===== config.mk =====
export PLATFORM = sky130hd
export DESIGN_NAME = vga_timing_gen_flat
export DESIGN_NICKNAME = d
export VERILOG_FILES = /design/src/rtl/vga_timing_gen_pkg.sv /design/src/rtl/vga_timing_gen_if.sv /design/src/rtl/vga_timing_gen_sync_delay_line.sv /design/src/rtl/vga_timing_gen.sv /design/src/flat_wrapper.sv
export SDC_FILE = /design/constraint.sdc
export NUM_CORES = 1
export LEC_CHECK = 0
export ABC_AREA = 1
export CAP_MARGIN = 20
export CORE_UTILIZATION = 45
export CTS_BUF_LIST = sky130_fd_sc_hd__clkbuf_8 sky130_fd_sc_hd__clkbuf_16
export CTS_CLUSTER_SIZE = 16
export DETAILED_ROUTE_END_ITERATION = 12
export GPL_ROUTABILITY_DRIVEN = 0
export PLACE_DENSITY = 0.7
export SLEW_MARGIN = 20
export SYNTH_ARGS = -nofsm -noshare
export SYNTH_HDL_FRONTEND = slang
export SYNTH_HIERARCHICAL = 1
export SYNTH_SLANG_ARGS = --single-unit
export TNS_END_PERCENT = 1

===== constraint.sdc =====
create_clock -name clk_0 -period 2.7 [get_ports clk_0]
set_clock_uncertainty 0.1 [all_clocks]
set_input_delay 0.405 -clock clk_0 [delete_from_list [all_inputs] [get_ports clk_0]]
set_output_delay 0.405 -clock clk_0 [all_outputs]
set_load 0.05 [all_outputs]

===== src/rtl/vga_timing_gen_pkg.sv =====
// Shared VGA 640x480@60 timing constants, sync polarity and run-state type.
// Scene blocks import H_VIDEO/V_VIDEO from here instead of restating them.
package vga_timing_pkg;

  localparam int H_VIDEO = 640;
  localparam int H_FP    = 16;
  localparam int H_SYNC  = 96;
  localparam int H_BP    = 48;
  localparam int V_VIDEO = 480;
  localparam int V_FP    = 10;
  localparam int V_SYNC  = 2;
  localparam int V_BP    = 33;

  localparam int H_TOTAL = H_VIDEO + H_FP + H_SYNC + H_BP;
  localparam int V_TOTAL = V_VIDEO + V_FP + V_SYNC + V_BP;

  localparam logic SYNC_ACTIVE = 1'b0;

  typedef enum logic {
    IDLE = 1'b0,
    RUN  = 1'b1
  } run_state_t;

  // 11-bit compare so a window ending exactly at 1024 still works.
  function automatic logic in_window(input logic [9:0] pos, input int lo, input int len);
    logic [10:0] p;
    p = {1'b0, pos};
    return (p >= 11'(lo)) && (p < 11'(lo + len));
  endfunction

endpackage


===== src/rtl/vga_timing_gen_if.sv =====
// Raster timing bundle from the timing generator to the scene renderers.
interface vga_timing_gen_if;

  logic [9:0] pixel_x;
  logic [9:0] pixel_y;
  logic       video_on;
  logic       line_start;
  logic       frame_start;
  logic       hsync;
  logic       vsync;

  modport master (
    output pixel_x, pixel_y, video_on, line_start, frame_start, hsync, vsync
  );

  modport slave (
    input pixel_x, pixel_y, video_on, line_start, frame_start, hsync, vsync
  );

endinterface


===== src/rtl/vga_timing_gen_sync_delay_line.sv =====
// Depth-N shift register for a sync pin; DEPTH 0 is a plain wire.
// Every stage resets to RESET_VAL so the pin idles inactive.
module sync_delay_line #(
  parameter int   DEPTH     = 1,
  parameter logic RESET_VAL = 1'b1
) (
  input  logic clk_0,
  input  logic rst,
  input  logic din,
  output logic dout
);

  generate
    if (DEPTH == 0) begin : g_pass
      assign dout = din;
    end else begin : g_shift
      logic [DEPTH-1:0] shift_reg;

      always_ff @(posedge clk_0 or negedge rst) begin
        if (!rst) begin
          shift_reg <= {DEPTH{RESET_VAL}};
        end else begin
          shift_reg[0] <= din;
          for (int i = 1; i < DEPTH; i++) begin
            shift_reg[i] <= shift_reg[i-1];
          end
        end
      end

      assign dout = shift_reg[DEPTH-1];
    end
  endgenerate

endmodule


===== src/rtl/vga_timing_gen.sv =====
// VGA raster counter with registered decodes; hsync/vsync are delayed to line
// up with the scene's registered colour.
module vga_timing_gen
  import vga_timing_pkg::run_state_t, vga_timing_pkg::IDLE, vga_timing_pkg::RUN,
         vga_timing_pkg::in_window;
#(
  parameter int   H_VIDEO     = vga_timing_pkg::H_VIDEO,
  parameter int   H_FP        = vga_timing_pkg::H_FP,
  parameter int   H_SYNC      = vga_timing_pkg::H_SYNC,
  parameter int   H_BP        = vga_timing_pkg::H_BP,
  parameter int   V_VIDEO     = vga_timing_pkg::V_VIDEO,
  parameter int   V_FP        = vga_timing_pkg::V_FP,
  parameter int   V_SYNC      = vga_timing_pkg::V_SYNC,
  parameter int   V_BP        = vga_timing_pkg::V_BP,
  parameter logic SYNC_ACTIVE = vga_timing_pkg::SYNC_ACTIVE,
  parameter int   SYNC_DELAY  = 1
) (
  input  logic             clk_0,
  input  logic             rst,
  vga_timing_gen_if.master vga
);

  localparam logic [9:0] H_LAST = 10'(H_VIDEO + H_FP + H_SYNC + H_BP - 1);
  localparam logic [9:0] V_LAST = 10'(V_VIDEO + V_FP + V_SYNC + V_BP - 1);

  run_state_t state_reg, state_next;
  logic [9:0] x_reg, x_next;
  logic [9:0] y_reg, y_next;
  logic       video_on_reg, video_on_next;
  logic       line_start_reg, line_start_next;
  logic       frame_start_reg, frame_start_next;
  logic       hsync_raw_reg, hsync_raw_next;
  logic       vsync_raw_reg, vsync_raw_next;
  logic       hsync_dly, vsync_dly;

  // Decodes use the next counter values so they land with pixel_x/pixel_y.
  always_comb begin
    state_next = state_reg;
    x_next     = x_reg;
    y_next     = y_reg;
    case (state_reg)
      IDLE: begin
        state_next = RUN;
        x_next     = '0;
        y_next     = '0;
      end
      RUN: begin
        if (x_reg == H_LAST) begin
          x_next = '0;
          y_next = (y_reg == V_LAST) ? '0 : y_reg + 10'd1;
        end else begin
          x_next = x_reg + 10'd1;
        end
      end
      default: state_next = IDLE;
    endcase

    video_on_next    = (state_next == RUN)
                       && ({1'b0, x_next} < 11'(H_VIDEO))
                       && ({1'b0, y_next} < 11'(V_VIDEO));
    line_start_next  = (state_next == RUN) && (x_next == '0);
    frame_start_next = line_start_next && (y_next == '0);
    hsync_raw_next   = in_window(x_next, H_VIDEO + H_FP, H_SYNC) ? SYNC_ACTIVE : ~SYNC_ACTIVE;
    vsync_raw_next   = in_window(y_next, V_VIDEO + V_FP, V_SYNC) ? SYNC_ACTIVE : ~SYNC_ACTIVE;
  end

  always_ff @(posedge clk_0 or negedge rst) begin
    if (!rst) begin
      state_reg       <= IDLE;
      x_reg           <= '0;
      y_reg           <= '0;
      video_on_reg    <= 1'b0;
      line_start_reg  <= 1'b0;
      frame_start_reg <= 1'b0;
      hsync_raw_reg   <= ~SYNC_ACTIVE;
      vsync_raw_reg   <= ~SYNC_ACTIVE;
    end else begin
      state_reg       <= state_next;
      x_reg           <= x_next;
      y_reg           <= y_next;
      video_on_reg    <= video_on_next;
      line_start_reg  <= line_start_next;
      frame_start_reg <= frame_start_next;
      hsync_raw_reg   <= hsync_raw_next;
      vsync_raw_reg   <= vsync_raw_next;
    end
  end

  sync_delay_line #(.DEPTH(SYNC_DELAY), .RESET_VAL(~SYNC_ACTIVE)) u_hsync_dly (
    .clk_0 (clk_0),
    .rst   (rst),
    .din   (hsync_raw_reg),
    .dout  (hsync_dly)
  );

  sync_delay_line #(.DEPTH(SYNC_DELAY), .RESET_VAL(~SYNC_ACTIVE)) u_vsync_dly (
    .clk_0 (clk_0),
    .rst   (rst),
    .din   (vsync_raw_reg),
    .dout  (vsync_dly)
  );

  assign vga.pixel_x     = x_reg;
  assign vga.pixel_y     = y_reg;
  assign vga.video_on    = video_on_reg;
  assign vga.line_start  = line_start_reg;
  assign vga.frame_start = frame_start_reg;
  assign vga.hsync       = hsync_dly;
  assign vga.vsync       = vsync_dly;

endmodule


===== src/flat_wrapper.sv =====
// flat-port wrapper written by rule: the top's interface ports become plain ports
module vga_timing_gen_flat import vga_timing_pkg::run_state_t, vga_timing_pkg::IDLE, vga_timing_pkg::RUN,
         vga_timing_pkg::in_window;
#(
  parameter int   H_VIDEO     = vga_timing_pkg::H_VIDEO,
  parameter int   H_FP        = vga_timing_pkg::H_FP,
  parameter int   H_SYNC      = vga_timing_pkg::H_SYNC,
  parameter int   H_BP        = vga_timing_pkg::H_BP,
  parameter int   V_VIDEO     = vga_timing_pkg::V_VIDEO,
  parameter int   V_FP        = vga_timing_pkg::V_FP,
  parameter int   V_SYNC      = vga_timing_pkg::V_SYNC,
  parameter int   V_BP        = vga_timing_pkg::V_BP,
  parameter logic SYNC_ACTIVE = vga_timing_pkg::SYNC_ACTIVE,
  parameter int   SYNC_DELAY  = 1
)
  (clk_0, rst, vga_pixel_x, vga_pixel_y, vga_video_on, vga_line_start, vga_frame_start, vga_hsync, vga_vsync);
  vga_timing_gen_if vga_i ();
  input  logic clk_0;
  input  logic rst;
  output wire logic [$bits(vga_i.pixel_x)-1:0] vga_pixel_x;
  output wire logic [$bits(vga_i.pixel_y)-1:0] vga_pixel_y;
  output wire logic [$bits(vga_i.video_on)-1:0] vga_video_on;
  output wire logic [$bits(vga_i.line_start)-1:0] vga_line_start;
  output wire logic [$bits(vga_i.frame_start)-1:0] vga_frame_start;
  output wire logic [$bits(vga_i.hsync)-1:0] vga_hsync;
  output wire logic [$bits(vga_i.vsync)-1:0] vga_vsync;
  assign vga_pixel_x = vga_i.pixel_x;
  assign vga_pixel_y = vga_i.pixel_y;
  assign vga_video_on = vga_i.video_on;
  assign vga_line_start = vga_i.line_start;
  assign vga_frame_start = vga_i.frame_start;
  assign vga_hsync = vga_i.hsync;
  assign vga_vsync = vga_i.vsync;
  vga_timing_gen #(.H_VIDEO(H_VIDEO), .H_FP(H_FP), .H_SYNC(H_SYNC), .H_BP(H_BP), .V_VIDEO(V_VIDEO), .V_FP(V_FP), .V_SYNC(V_SYNC), .V_BP(V_BP), .SYNC_ACTIVE(SYNC_ACTIVE), .SYNC_DELAY(SYNC_DELAY)) u_core (.clk_0(clk_0), .rst(rst), .vga(vga_i));
endmodule

Yosys cells after proc, flatten, opt, wreduce, memory -nomap -nowiden:

Cells that the tools add are included.

* input bits: 2
* output and inout port bits: 25
* register bits after elaboration: 28

* $lt $le $gt $ge: 6
* equal/unequal tests: 2
* bitwise gates (word level): 1
* multiplexer cells: 7
* add/subtract/negate cells: 2
* reductions and logical operators: 6

Operators with widths (number)
* $pmux 10 s2: 2
* $mux 10: 3
* $add 10x1->10 const B: 2
* $eq 10x10->1 const B: 2
* $logic_not 10->1: 2
* $lt 10x10->1 const B: 2
* $lt 10x9->1 const B: 2
* $ge 10x10->1 const B: 1
* $ge 10x9->1 const B: 1
* $logic_and 1x1->1: 4
* $mux 1: 2
* $not 1->1: 1

Depth between registers and ports, before layout:

* word-level depth: 7
* gate-level depth with buffers: 13
* mapped depth without buffers: 12

Cells and area by module:

The synthesis kept the hierarchy.

Modules (own cells, without submodules)
* vga_timing_gen: area each 1645.3 sq um, cells each 237, instances 1
* sync_delay_line: area each 26.3 sq um, cells each 1, instances 2

Worst setup path before layout:

No wires, ideal clock.

* kind: register to register
* start point: register u_core.x_reg[1], in the netlist u_core/vga.pixel_x[1]
* end point: register u_core.vsync_raw_reg
* setup time: 0.082 ns
* arrival time: 1.941 ns
* path slack: 0.577 ns
* path buffers: 1
* cell stages (with the launch flop): 12
* period minus slack after synthesis: 2.123 ns
* data required time: 2.518 ns
* cell sequence: dfrtp_1 -> ha_1 -> nand3_4 -> nor2_8 -> nand2_4 -> buf_6 -> nand2_1 -> nand3_2 -> nor2_1 -> nand3_1 -> nor2_1 -> nand2_1

* cells in the longest elaborated chain, start to end: 6
* elaborated cells on any way between the ends: 7

RTL lines
* from (decl): line vga_timing_gen.sv:27 `logic [9:0] x_reg, x_next;`
* from (signal assigned): line vga_timing_gen.sv:79 `x_reg <= x_next;`
* $eq 10x10->1 *: line vga_timing_gen.sv:48 `if (x_reg == H_LAST) begin`
* $mux 10 *: line vga_timing_gen.sv:48
* $pmux 10 s2 *: line vga_timing_gen.sv:41 `case (state_reg)`
* $ge 10x9->1 / $lt 10x9->1 (equally long branches): line vga_timing_gen_pkg.sv:28 `return (p >= 11'(lo)) && (p < 11'(lo + len));`
* $logic_and 1x1->1 *: line vga_timing_gen_pkg.sv:28
* $mux 1 *: line vga_timing_gen.sv:64 `vsync_raw_next = in_window(y_next, V_VIDEO + V_FP, V_SYNC) ? SYNC_ACTIVE : ~SYNC_ACTIVE;`
* net u_core.vsync_raw_next: line vga_timing_gen.sv:33 `logic vsync_raw_reg, vsync_raw_next;`
* to (signal assigned): line vga_timing_gen.sv:76 `vsync_raw_reg <= ~SYNC_ACTIVE;`
* to (signal assigned): line vga_timing_gen.sv:85 `vsync_raw_reg <= vsync_raw_next;`
* to (decl): line vga_timing_gen.sv:33

The timed path passes the listed nets; every way through them passes the cells marked *.

Final worst setup path:

* start point: register u_core.x_reg[0], in the netlist u_core/vga.pixel_x[0]
* end point: register u_core.frame_start_reg, in the netlist u_core/vga.frame_start

* cells in the longest elaborated chain, start to end: 5
* elaborated cells on any way between the ends: 9

RTL lines
* $add 10x1->10 / $eq 10x10->1 (equally long branches): line vga_timing_gen.sv:52, vga_timing_gen.sv:48
* $mux 10: line vga_timing_gen.sv:48
* $pmux 10 s2: line vga_timing_gen.sv:41
* $logic_not 10->1 (on tied branches): line vga_timing_gen.sv:61, vga_timing_gen.sv:62
* $logic_and 1x1->1 *: line vga_timing_gen.sv:62 `frame_start_next = line_start_next && (y_next == '0);`
* net u_core.frame_start_next: line vga_timing_gen.sv:31 `logic frame_start_reg, frame_start_next;`
* to (signal assigned): line vga_timing_gen.sv:83 `frame_start_reg <= frame_start_next;`
* to (decl): line vga_timing_gen.sv:31

Marks and branches as above.

==> results.txt <==
number of synthesized flops with an enable pin: 0
unrepaired setup endpoints after global routing: no
CTS-repair resized insts: 0
syn nets: 244
Max Slew Vio Count: 0
post-synthesis share of cell area spent on xor and xnor gates: 1.55%
Residual DRC: 0
synthesized area divided by synthesized cell count: 7.10 sq um
count of maximum capacitance violations: 0
number of nets in the finished design: 273
Warnings, synthesis: 6
mux contribution to synthesized area: 0%
source-to-sink clock delay at the later pin of the worst-skew pair: 0.26 ns
buffers from clock root to sink, at most: 2
Period Utilization, post-route: 80.9%
# clock sinks: 28
# hold bufs at CTS: 0
effective utilization at floorplan: 49.0%
via count of the first global-routing pass: 1390
Synth Area in Compound Gates: 3.32%
critical-path cell with the highest stage delay: sky130_fd_sc_hd__dfrtp_1
die area: 0.00402 sq mm
library cell appearing most often on the critical path: sky130_fd_sc_hd__nand2_1
Max-slew headroom: 63.2%
height of the die: 63.4 um
share of layout cells above drive strength 1: 7.12%
die extent in x: 63.4 um
worst voltage drop across the vdd grid: 0.266 mV
Syn Inst Count: 239
most frequent cells after synthesis: sky130_fd_sc_hd__nand2_1 (77), sky130_fd_sc_hd__inv_1 (46), sky130_fd_sc_hd__nand3_1 (28), sky130_fd_sc_hd__dfrtp_1 (24), sky130_fd_sc_hd__nor2_1 (20)
Final Hold Viols: 0
Clk pin slew, worst setup/hold paths: 0.09 ns
area of placed instances: 0.00200 sq mm
library cells used by synthesis: 26
total inserted antenna cells: 0
dominant delay contributor by cell family on the critical path: simple AND/OR/NAND/NOR gates
post-synthesis simple-gate area fraction: 39.4%
class of the most critical hold timing path: reg -> reg
Seq/Total Area, Yosys: 41.6%
via-per-instance ratio: 4.85
setup_tns: 0 ns
Peak Freq: 458 MHz
antenna-violating nets left: 0
proportion of netlist area held by the largest area contributor: 35.4%
Seq cells post-synth: 28
core area: 0.00347 sq mm
Setup-failing EPs final: 0
DRC violation total after the first TritonRoute iteration: 115
highest net fanout along the worst path: 12
leftover overflow at the end of global routing: 0
antenna violations before repair: 0
cell area after layout: 0.00207 sq mm
maximum number of pins on one net before global-route repair: 29
number of core rows: 21
Area Overhead vs Synth: 22.0%
Fill cells: 334
Cell Area, Synth: 0.00170 sq mm
ordered cell list for the critical path: ha_1 -> nand3_4 -> nor2_8 -> nand2_4 -> nand2_2 -> nand2_1 -> nand2_1 -> nand2_1 -> nor2_1 -> nand2_1 -> nor3_2
number of I/O pins: 27
root cell of the clock tree: sky130_fd_sc_hd__clkbuf_8
critical setup path kind: reg -> reg
overall fraction of global-route tracks in use: 20.7%
cell taking the most area after synthesis: sky130_fd_sc_hd__dfrtp_1
Routed WL: 3750 um
top cells by area in the synthesized netlist: sky130_fd_sc_hd__dfrtp_1 (35%), sky130_fd_sc_hd__nand2_1 (17%), sky130_fd_sc_hd__inv_1 (10%), sky130_fd_sc_hd__nand3_1 (8.3%), sky130_fd_sc_hd__dfstp_2 (6.2%)
Adder-Cell Fraction of Synth Area: 2.21%
H-tree depth: 1
combined buffer and inverter count along the critical path: 0
result of the run: complete, no violations
Tightest Pin Transition: 0.552 ns
postcts setup bufs: 0
startpoint kind of the worst setup timing path: flop
first-pass GRT wire length: 6510 um
Critical Path Max Stage Delay: 0.51 ns
Worst Path Required: 2.80 ns
clock tree from TritonCTS: built
first-pass iteration count of the detailed router: 4
number of buffers inserted during clock tree synthesis: 3
final period demand of the worst path: 2.18 ns
Main synth FF type: sky130_fd_sc_hd__dfrtp_1
Wirelength per Cell: 12.0 um
Critical Path End Type: flop
WP data arrival: 2.28 ns
vias after detailed routing: 1517
combinational family with the most area after synthesis: simple AND/OR/NAND/NOR gates
total power per unit cell area: 401 mW/mm^2
Port-buffer cells: 26
Static Leakage: 1.16 nW
DP Wirelength: 2900 um
leading cell type by number of instances after synthesis: sky130_fd_sc_hd__nand2_1
share of flip-flops with an asynchronous set or reset after synthesis: 100%
## metal layers
layer  track usage [%]  routed length, um
met1              29.4               1810
met2              32.3               1720
met3              2.72                150
met4              6.82                 76
met5                 0                  0
## report_power, final
group	internal, mW	switching, mW
logic	0.0214	0.0484
clock network	0.198	0.123
registers	0.427	0.0110
total	0.647	0.183
## cells by family (layout without fill, tap and decap cells)
group / count (synthesis) / count (layout)
AOI/OAI and AO/OA: 10 / 10
DFF: 28 / 28
buffers and inverters: 50 / 78
other: 1 / 1
xor gates and xnor gates: 3 / 3
adders and majority gates: 3 / 3
and+or+nand+nor: 144 / 144
## cell usage in the layout (no fill, tap or decap), types with 4 or more instances in the layout
cell type                          n
sky130_fd_sc_hd__nand2_1          77
sky130_fd_sc_hd__inv_1            46
sky130_fd_sc_hd__nand3_1          28
sky130_fd_sc_hd__clkdlybuf4s50_1  26
sky130_fd_sc_hd__dfrtp_1          24
sky130_fd_sc_hd__nor2_1           20
sky130_fd_sc_hd__nand4_1           6
sky130_fd_sc_hd__nor3_1            4
sky130_fd_sc_hd__o21ai_0           4
sky130_fd_sc_hd__a21oi_1           4
sky130_fd_sc_hd__dfstp_2           4
## area by class of cell
class	instances	area, sq um	area share [%]
multi-input cells	161	792	38.2
clock buffers	3	41.3	1.99
flip-flops and latches	28	706	34.1
well taps	46	57.6	2.78
inverters	47	176	8.52
repair buffers	27	268	12.9
clock inverters	1	30.0	1.45
## through the flow
step,hold slack [ns],worst slack [ns],std cells,power [mW],utilization (%)
2_1_floorplan,0.00941,0.577,239,0.488,-
3_3_place_gp,0.245,0.596,309,0.517,57.6
3_5_place_dp,0.249,0.523,309,0.517,57.6
4_1_cts,0.268,0.504,313,0.840,59.7
5_1_grt,0.271,0.324,313,0.867,59.7
6_report,0.265,0.515,313,0.829,59.7
## path summary, 6_finish.rpt
path,start,to,slack [ns],depth (start not counted)
worst max-delay path,u_core/vga.pixel_x[0],u_core/vga.frame_start,0.52,11
max in group asynchronous,rst,u_core/u_vsync_dly/dout,1.79,2
worst max register to register,u_core/vga.pixel_x[0],u_core/vga.frame_start,0.52,11
worst min register to register,u_core/hsync_raw_reg,u_core/u_hsync_dly/dout,0.26,0
min in group asynchronous,rst,u_core/vga.pixel_x[8],0.40,2
worst min-delay path,u_core/hsync_raw_reg,u_core/u_hsync_dly/dout,0.26,0
Note: power is estimated with default switching activity, not from simulation.
